### src/rtl/mem_access_unit.sv
// Load/store front end between EX/MEM and DataMemory: word pass-through,
// sub-word store read-modify-write, and sign/zero-extended sub-word loads.
// Ports:
//   Clk, Reset (async, active-high).
//   Address, StoreData, MemRead, MemWrite, MemSize, LoadSigned come from EX/MEM.
//   LoadData goes to MEM/WB.
//   Stall holds the front of the pipeline.
//   Misaligned flags an access that is not aligned to its size.
//   DM_Address, DM_WriteData, DM_MemWrite, DM_MemRead, DM_ReadData connect to DataMemory.
// Optional feature: define MISALIGN_TRAP_EN to flag and suppress misaligned accesses.
//   When it is undefined, the low address bits are ignored.
module mem_access_unit #(
  parameter int ADDR_W = 32,
  parameter int DATA_W = 32
) (
  input  logic              Clk,
  input  logic              Reset,
  input  logic [ADDR_W-1:0] Address,
  input  logic [DATA_W-1:0] StoreData,
  input  logic              MemRead,
  input  logic              MemWrite,
  input  logic [1:0]        MemSize,
  input  logic              LoadSigned,
  output logic [DATA_W-1:0] LoadData,
  output logic              Stall,
  output logic              Misaligned,
  output logic [ADDR_W-1:0] DM_Address,
  output logic [DATA_W-1:0] DM_WriteData,
  output logic              DM_MemWrite,
  output logic              DM_MemRead,
  input  logic [DATA_W-1:0] DM_ReadData
);

  typedef enum logic {IDLE, RMW_WR} state_t;

  state_t            state_q, state_d;
  logic [DATA_W-1:0] wdata_q, wdata_d;
  logic [ADDR_W-1:0] addr_q, addr_d;

  logic              is_half;
  logic              is_byte;
  logic              is_word;
  logic              mis;
  logic [ADDR_W-1:0] aligned;
  logic [DATA_W-1:0] merged;
  logic [7:0]        byte_v;
  logic [15:0]       half_v;
  logic [DATA_W-1:0] load_ext;

  assign is_half = (MemSize == 2'b01);
  assign is_byte = (MemSize == 2'b10);
  // Reserved size 11 behaves as a word access.
  assign is_word = !is_half && !is_byte;
  assign aligned = {Address[ADDR_W-1:2], 2'b00};

`ifdef MISALIGN_TRAP_EN
  // Only a live access in IDLE can be misaligned.
  assign mis = !Reset && (state_q == IDLE) && (MemRead || MemWrite) &&
               ((is_half && Address[0]) ||
                (is_word && (Address[1:0] != 2'b00)));
`else
  assign mis = 1'b0;
`endif

  assign Misaligned = mis;

  // Lane merge for sub-word stores and lane extract for loads
  always_comb begin
    merged = DM_ReadData;
    byte_v = DM_ReadData[7:0];
    half_v = Address[1] ? DM_ReadData[31:16] : DM_ReadData[15:0];
    unique case (Address[1:0])
      2'b00: byte_v = DM_ReadData[7:0];
      2'b01: byte_v = DM_ReadData[15:8];
      2'b10: byte_v = DM_ReadData[23:16];
      2'b11: byte_v = DM_ReadData[31:24];
    endcase
    if (is_byte) begin
      unique case (Address[1:0])
        2'b00: merged[7:0]   = StoreData[7:0];
        2'b01: merged[15:8]  = StoreData[7:0];
        2'b10: merged[23:16] = StoreData[7:0];
        2'b11: merged[31:24] = StoreData[7:0];
      endcase
    end else if (Address[1]) begin
      merged[31:16] = StoreData[15:0];
    end else begin
      merged[15:0] = StoreData[15:0];
    end
    unique case (1'b1)
      is_byte: load_ext = {{24{LoadSigned & byte_v[7]}}, byte_v};
      is_half: load_ext = {{16{LoadSigned & half_v[15]}}, half_v};
      default: load_ext = DM_ReadData;
    endcase
  end

  always_comb begin
    state_d      = state_q;
    wdata_d      = wdata_q;
    addr_d       = addr_q;
    Stall        = 1'b0;
    DM_MemWrite  = 1'b0;
    DM_MemRead   = 1'b0;
    DM_WriteData = StoreData;
    DM_Address   = aligned;
    LoadData     = '0;
    // Holding Reset keeps every strobe low, even mid read-modify-write.
    if (!Reset) begin
      unique case (state_q)
        RMW_WR: begin
          DM_Address   = addr_q;
          DM_WriteData = wdata_q;
          DM_MemWrite  = 1'b1;
          state_d      = IDLE;
        end
        IDLE: begin
          if (mis) begin
            state_d = IDLE;
          end else if (MemWrite) begin
            if (is_word) begin
              DM_MemWrite = 1'b1;
            end else begin
              DM_MemRead = 1'b1;
              Stall      = 1'b1;
              wdata_d    = merged;
              addr_d     = aligned;
              state_d    = RMW_WR;
            end
          end else if (MemRead) begin
            DM_MemRead = 1'b1;
            LoadData   = load_ext;
          end
        end
        default: state_d = IDLE;
      endcase
    end
  end

  always_ff @(posedge Clk or posedge Reset) begin
    if (Reset) begin
      state_q <= IDLE;
      wdata_q <= '0;
      addr_q  <= '0;
    end else begin
      state_q <= state_d;
      wdata_q <= wdata_d;
      addr_q  <= addr_d;
    end
  end

endmodule

### config.mk
export PLATFORM = sky130hd
export DESIGN_NAME = mem_access_unit
export DESIGN_NICKNAME = d
export VERILOG_FILES = /design/src/rtl/mem_access_unit.sv
export SDC_FILE = /design/constraint.sdc
export NUM_CORES = 1
export LEC_CHECK = 0
export ABC_AREA = 1
export CORE_MARGIN = 2
export CORE_UTILIZATION = 32
export CTS_BUF_LIST = sky130_fd_sc_hd__clkbuf_8
export CTS_CLUSTER_SIZE = 25
export DETAILED_ROUTE_END_ITERATION = 7
export GPL_TIMING_DRIVEN = 0
export PLACE_DENSITY = 0.67
export SYNTH_ARGS = -nofsm -noshare
export SYNTH_HDL_FRONTEND = slang
export SYNTH_SLANG_ARGS = --single-unit
### constraint.sdc
create_clock -name Clk -period 8.3 [get_ports Clk]
set_clock_uncertainty 0.2 [all_clocks]
set_input_delay 1.66 -clock Clk [delete_from_list [all_inputs] [get_ports Clk]]
set_output_delay 1.66 -clock Clk [all_outputs]
set_load 0.01 [all_outputs]
# --- Word level (Yosys, flattened, before mapping) ---
# Index checks and enable logic that the tools add are counted.
op_classes:
  muxes: 31
  bitwise: 5
  n_reduce_logical: 5
  eq_ne: 5
op_table:
  columns: ["cell", "n"]
  rows:
  - ["32-bit two-way mux", 9]
  - ["32-bit one-hot mux with 2 select lines", 1]
  - ["16-bit two-way mux", 3]
  - ["8-bit two-way mux", 4]
  - ["8-bit one-hot mux with 4 select lines", 1]
  - ["1-bit two-way mux", 11]
  - ["2-bit == test, second input constant", 3]
  - ["2-bit by 1-bit == test with 1-bit output, second input constant", 2]
  - ["1-bit one-hot mux with 2 select lines", 2]
  - ["4-bit AND reduction", 1]
  - ["1-bit NOT", 3]
  - ["1-bit AND", 2]
  - ["1-bit logical NOT", 2]
  - ["2-bit logical NOT", 1]
  - ["1-bit logical AND", 1]
totals:
  reg_bits: 63
  out_inout_bits: 100
  input_bits: 103

# --- Depth between registers and ports, before layout ---
# Gate-level depths: netlist of the first run.
logic_depth:
  depth_word: 8
  ltp_mapped: 10
  mapped_depth_nobuf: 8

# --- Worst setup path before layout of the first run ---
# No wires, ideal clock.
synth_path:
  kind: "input -> output"
  from: "input Reset"
  to: "output DM_WriteData[10]"
  path_slack_ns: 2.992
  required_time_ns: 6.440
  cell_stages: 5
  t_arrival_ns: 3.448
  n_path_buf: 2
  path_cell_list: "inv_2 nand2_1 buf_2 buf_2 a21oi_1"
synth_between:
  elab_chain_cells: 1
synth_rtl:
  columns: ["element", "line_no", "text"]
  rows:
  - ["from (decl)", "17", "input logic Reset,"]
  - ["32-bit two-way mux", "108", "if (!Reset) begin"]
  - ["to (decl)", "28", "output logic [DATA_W-1:0] DM_WriteData,"]
# No other way between the ends.

# --- Worst setup path after layout of the first run ---
layout_path:
  from: "input Reset"
  to: "output DM_WriteData[7]"
# The elaborated chain is that of the path after synthesis.

==> results of run 1 <==
-- per-stage QoR --
stage	hold slack [ns]	util, %	area [um^2]
floorplan	0.254	-	4820
global placement	0.270	48.0	7030
detailed placement	0.281	48.0	7030
CTS	0.296	49.4	7240
global route	0.313	49.4	7240
finish	0.294	49.4	7240
-- routing by layer --
| metal | track usage (%) | share of wire, % | up-vias |
|---|---|---|---|
| met5 | 0 | 0 | - |
| met4 | 7.24 | 2.4 | 0 |
| met3 | 5.90 | 8.7 | 31 |
| met2 | 36.8 | 45 | 296 |
| met1 | 30.2 | 44 | 2569 |
| li1 | - | - | 2797 |
-- layout make-up --
class                   instances  area (um^2)  share of cell area [%]
clock inverters                 4         43.8                   0.605
multi-input cells             524         2650                    36.6
well taps                     184          230                    3.18
clock buffers                  12          165                    2.28
flip-flops and latches         63         1580                    21.8
repair buffers                197         1970                    27.2
inverters                      75          284                    3.92
plain buffers                  56          320                    4.43
-- sequential cells by signal, indices dropped and copies added, names as in the netlist --
name and count:
addr_q 30, wdata_q 32, state_q 1
-- kinds of logic after synthesis --
logic type,Yosys count,synth area share [%]
flip-flops,63,32.7
buffers and inverters,131,12.5
AO/OA/AOI/OAI,245,28.1
other,1,0.0778
adder cells (fa/ha/maj),2,0.519
multiplexers,16,3.74
AND/OR/NAND/NOR,258,22.3
-- cells in the final DEF, fill, tap and decap left out, types with 2 or more instances in the layout --
cell and n:
clkbuf_1 17, buf_1 3, o211ai_1 23, clkinv_2 2, dfrtp_1 63, clkdlybuf4s50_1 197
o21ai_1 13, inv_1 70, mux2_2 16, a21oi_1 77, nor2_2 11, inv_2 4
conb_1 3, nand3_1 11, buf_6 6, a31oi_1 32, nor2_1 82, nor2_4 2
o21ai_0 94, buf_4 7, o21ai_2 2, nand2_1 145, nand3_2 2, nand2_2 2
ha_1 2, clkbuf_8 12, buf_2 22
-- how the worst max path moves through the flow --
| stage | from | depth (start not counted) | end |
|---|---|---|---|
| 6_report | Reset | 7 | DM_WriteData[7] |
| 5_1_grt | Reset | 7 | DM_WriteData[7] |
| 4_1_cts | Reset | 7 | DM_WriteData[7] |
| 3_5_place_dp | Reset | 7 | DM_WriteData[7] |
| 3_3_place_gp | Reset | 7 | DM_WriteData[7] |
| 2_1_floorplan | Reset | 5 | DM_WriteData[10] |
-- power breakdown --
| group | internal (mW) | switching [mW] |
|---|---|---|
| sequential | 0.391 | 0.0452 |
| combinational | 0.196 | 0.211 |
| clock | 0.161 | 0.122 |
-- worst max-delay path: stages --
cell and delay (ns):
clkdlybuf4s50_1 0.46, inv_4 0.62, nand2_1 0.49, buf_2 0.36
buf_2 0.25, a21oi_1 0.28, clkdlybuf4s50_1 0.60
==> metrics.md, run 1 <==
| Metric | Value |
|---|---|
| First-pass GRT wire length | 29100 um |
| Die Footprint | 0.0161 mm^2 |
| Diodes inserted | 0 |
| Initial Utilization | 32.9% |
| GPL Wtd Cong | 0.913 |
| Fin crit period | 6.62 ns |
| Max clock buf depth | 2 |
| Seq cells post-synth | 63 |
| Worst Max-Slew Pin Slew | 0.852 ns |
| Placed cells | 1099 |
| Post-synth top area share | 32.7% |
| Fin cells | 1115 |
| Register area share after synthesis | 32.7% |
| Final Hold Fails | 0 |
| Die Ht | 127 um |
| Unrepaired setup endpoints after global routing | no |
| Most common cell in the synthesized netlist | nand2_1 |
| Post-DR vias/cell | 5.11 |
| Drc violations | 1 |
| Post-CTS Setup Bufs | 0 |
| Hold Path Sink | addr_q[25] |
| R2R Path End | wdata_q[8] |
| Yosys cell types | 33 |
| Post-layout net count | 1031 |
| Grt ovf | 0 |
| GRT Overall Usage | 22.9% |
| Clock slew at reported path FFs | 0.07 ns |
| Die W | 127 um |
| Vias in the first global route | 5415 |
| Top post-synthesis cells by count | nand2_1, o21ai_0, nor2_1, a21oi_1, inv_1 |
| Worst path required time | 6.44 ns |
| Pre-CTS setup slack | 1.55 ns |
| Syn Inst Count | 716 |
| Sink Count | 63 |
| Core ar. | 0.0146 mm^2 |
| Max Cap Viol | 0 |
| Largest net degree at the start of global routing | 67 |
| Area grow syn2layout | 50.3% |
| Cts repair resizes | 0 |
| Initial antenna violation count | 0 |
| Fin crit share | 79.8% |
| Status | complete, but fails checks |
| Setup ws final | 1.68 ns |
| HP Start | addr_q[25] |
| Largest area contributor in the netlist | dfrtp_1 |
| Top_reg_cell synth | dfrtp_1 |
| Max IR drop VDD | 0.0000742 V |
| TritonCTS clock tree | built |
| Post-DP HPWL | 14400 um |
| FF-to-FF Start | state_q |
| Async SR Flop Fraction | 100% |
| Critical Path AT | 4.76 ns |
| Most area-consuming cells after synthesis | dfrtp_1, nand2_1, o21ai_0 |
| Vias | 5693 |
| Worst reg2reg path depth | 6 |
| Row Count | 44 |
| First-pass DRT Iterations | 7 |
| Clk_lat worst skew | 0.34 ns |
| Hold Path Depth | 2 |
| Total power | 1.13 mW |
| Flop-to-flop setup slack | 6.40 ns |
| Crit path capture type | output port |
| DRT iter0 DRCs | 461 |
| Synth warn | 0 |
| H-tree Lvls | 3 |
| Fmax | 151 MHz |
| TritonCTS Buffers | 9 |
| Crit Path Max Fanout | 66 |
| Failing checks | design-rule violations |
| Syn Area/Cell | 6.73 um^2 |
| # setup viols final | 0 |
| PwrDens | 156 mW/mm^2 |
| Max Slew Vio Count | 0 |
| Hold Buf Count CTS | 0 |
| Ports | 203 |
| Setup_tns | 0 ns |
| # fillers | 1500 |
| Max-slew headroom | 43.2% |
| Post-synth EDFFs | 0 |
| Critical path type | in -> out |
| Routed WL | 18700 um |
| IO buf count | 197 |
| Leakage | 3.15 nW |
| Root Buffer Master | clkbuf_8 |
| Startpoint types | primary input |
| Routed WL per cell | 16.8 um |
| Post-route ant nets | 0 |
| Post-Syn Area | 0.00482 mm^2 |
| Hold WC Path Type | reg -> reg |
| Layout cells sized above 1 | 10.3% |
(Power assumes the default switching activity.)
==> run 2: changes to the inputs <==
==> constraint.sdc (replaced) <==
create_clock -name Clk -period 6.2 [get_ports Clk]
set_clock_uncertainty 0.2 [all_clocks]
set_input_delay 1.24 -clock Clk [delete_from_list [all_inputs] [get_ports Clk]]
set_output_delay 1.24 -clock Clk [all_outputs]
set_load 0.01 [all_outputs]
==> results of run 2 <==
The final DEF is identical to that of run 1. Status: complete, but fails checks: design-rule violations.
Main changes from that run: setup slack after placement 1.55 ns -> 0.293 ns; setup slack after layout 1.68 ns -> 0.419 ns; register-to-register setup slack 6.40 ns -> 4.30 ns; total power 1.13 mW -> 1.51 mW; worst IR drop on VDD 0.0000742 V -> 0.0000993 V
==> run 3: changes to the inputs <==
--- a/config.mk
+++ b/config.mk
@@ -6,6 +6,7 @@
 export NUM_CORES = 1
 export LEC_CHECK = 0
 export ABC_AREA = 1
+export ABC_CLOCK_PERIOD_IN_PS = 6200
 export CORE_MARGIN = 2
 export CORE_UTILIZATION = 32
 export CTS_BUF_LIST = sky130_fd_sc_hd__clkbuf_8
==> results of run 3 <==
The final DEF is identical to that of run 1. Status: complete, but fails checks: design-rule violations.
Main changes from that run: setup slack after placement 1.55 ns -> 0.293 ns; setup slack after layout 1.68 ns -> 0.419 ns; register-to-register setup slack 6.40 ns -> 4.30 ns; total power 1.13 mW -> 1.51 mW; worst IR drop on VDD 0.0000742 V -> 0.0000993 V
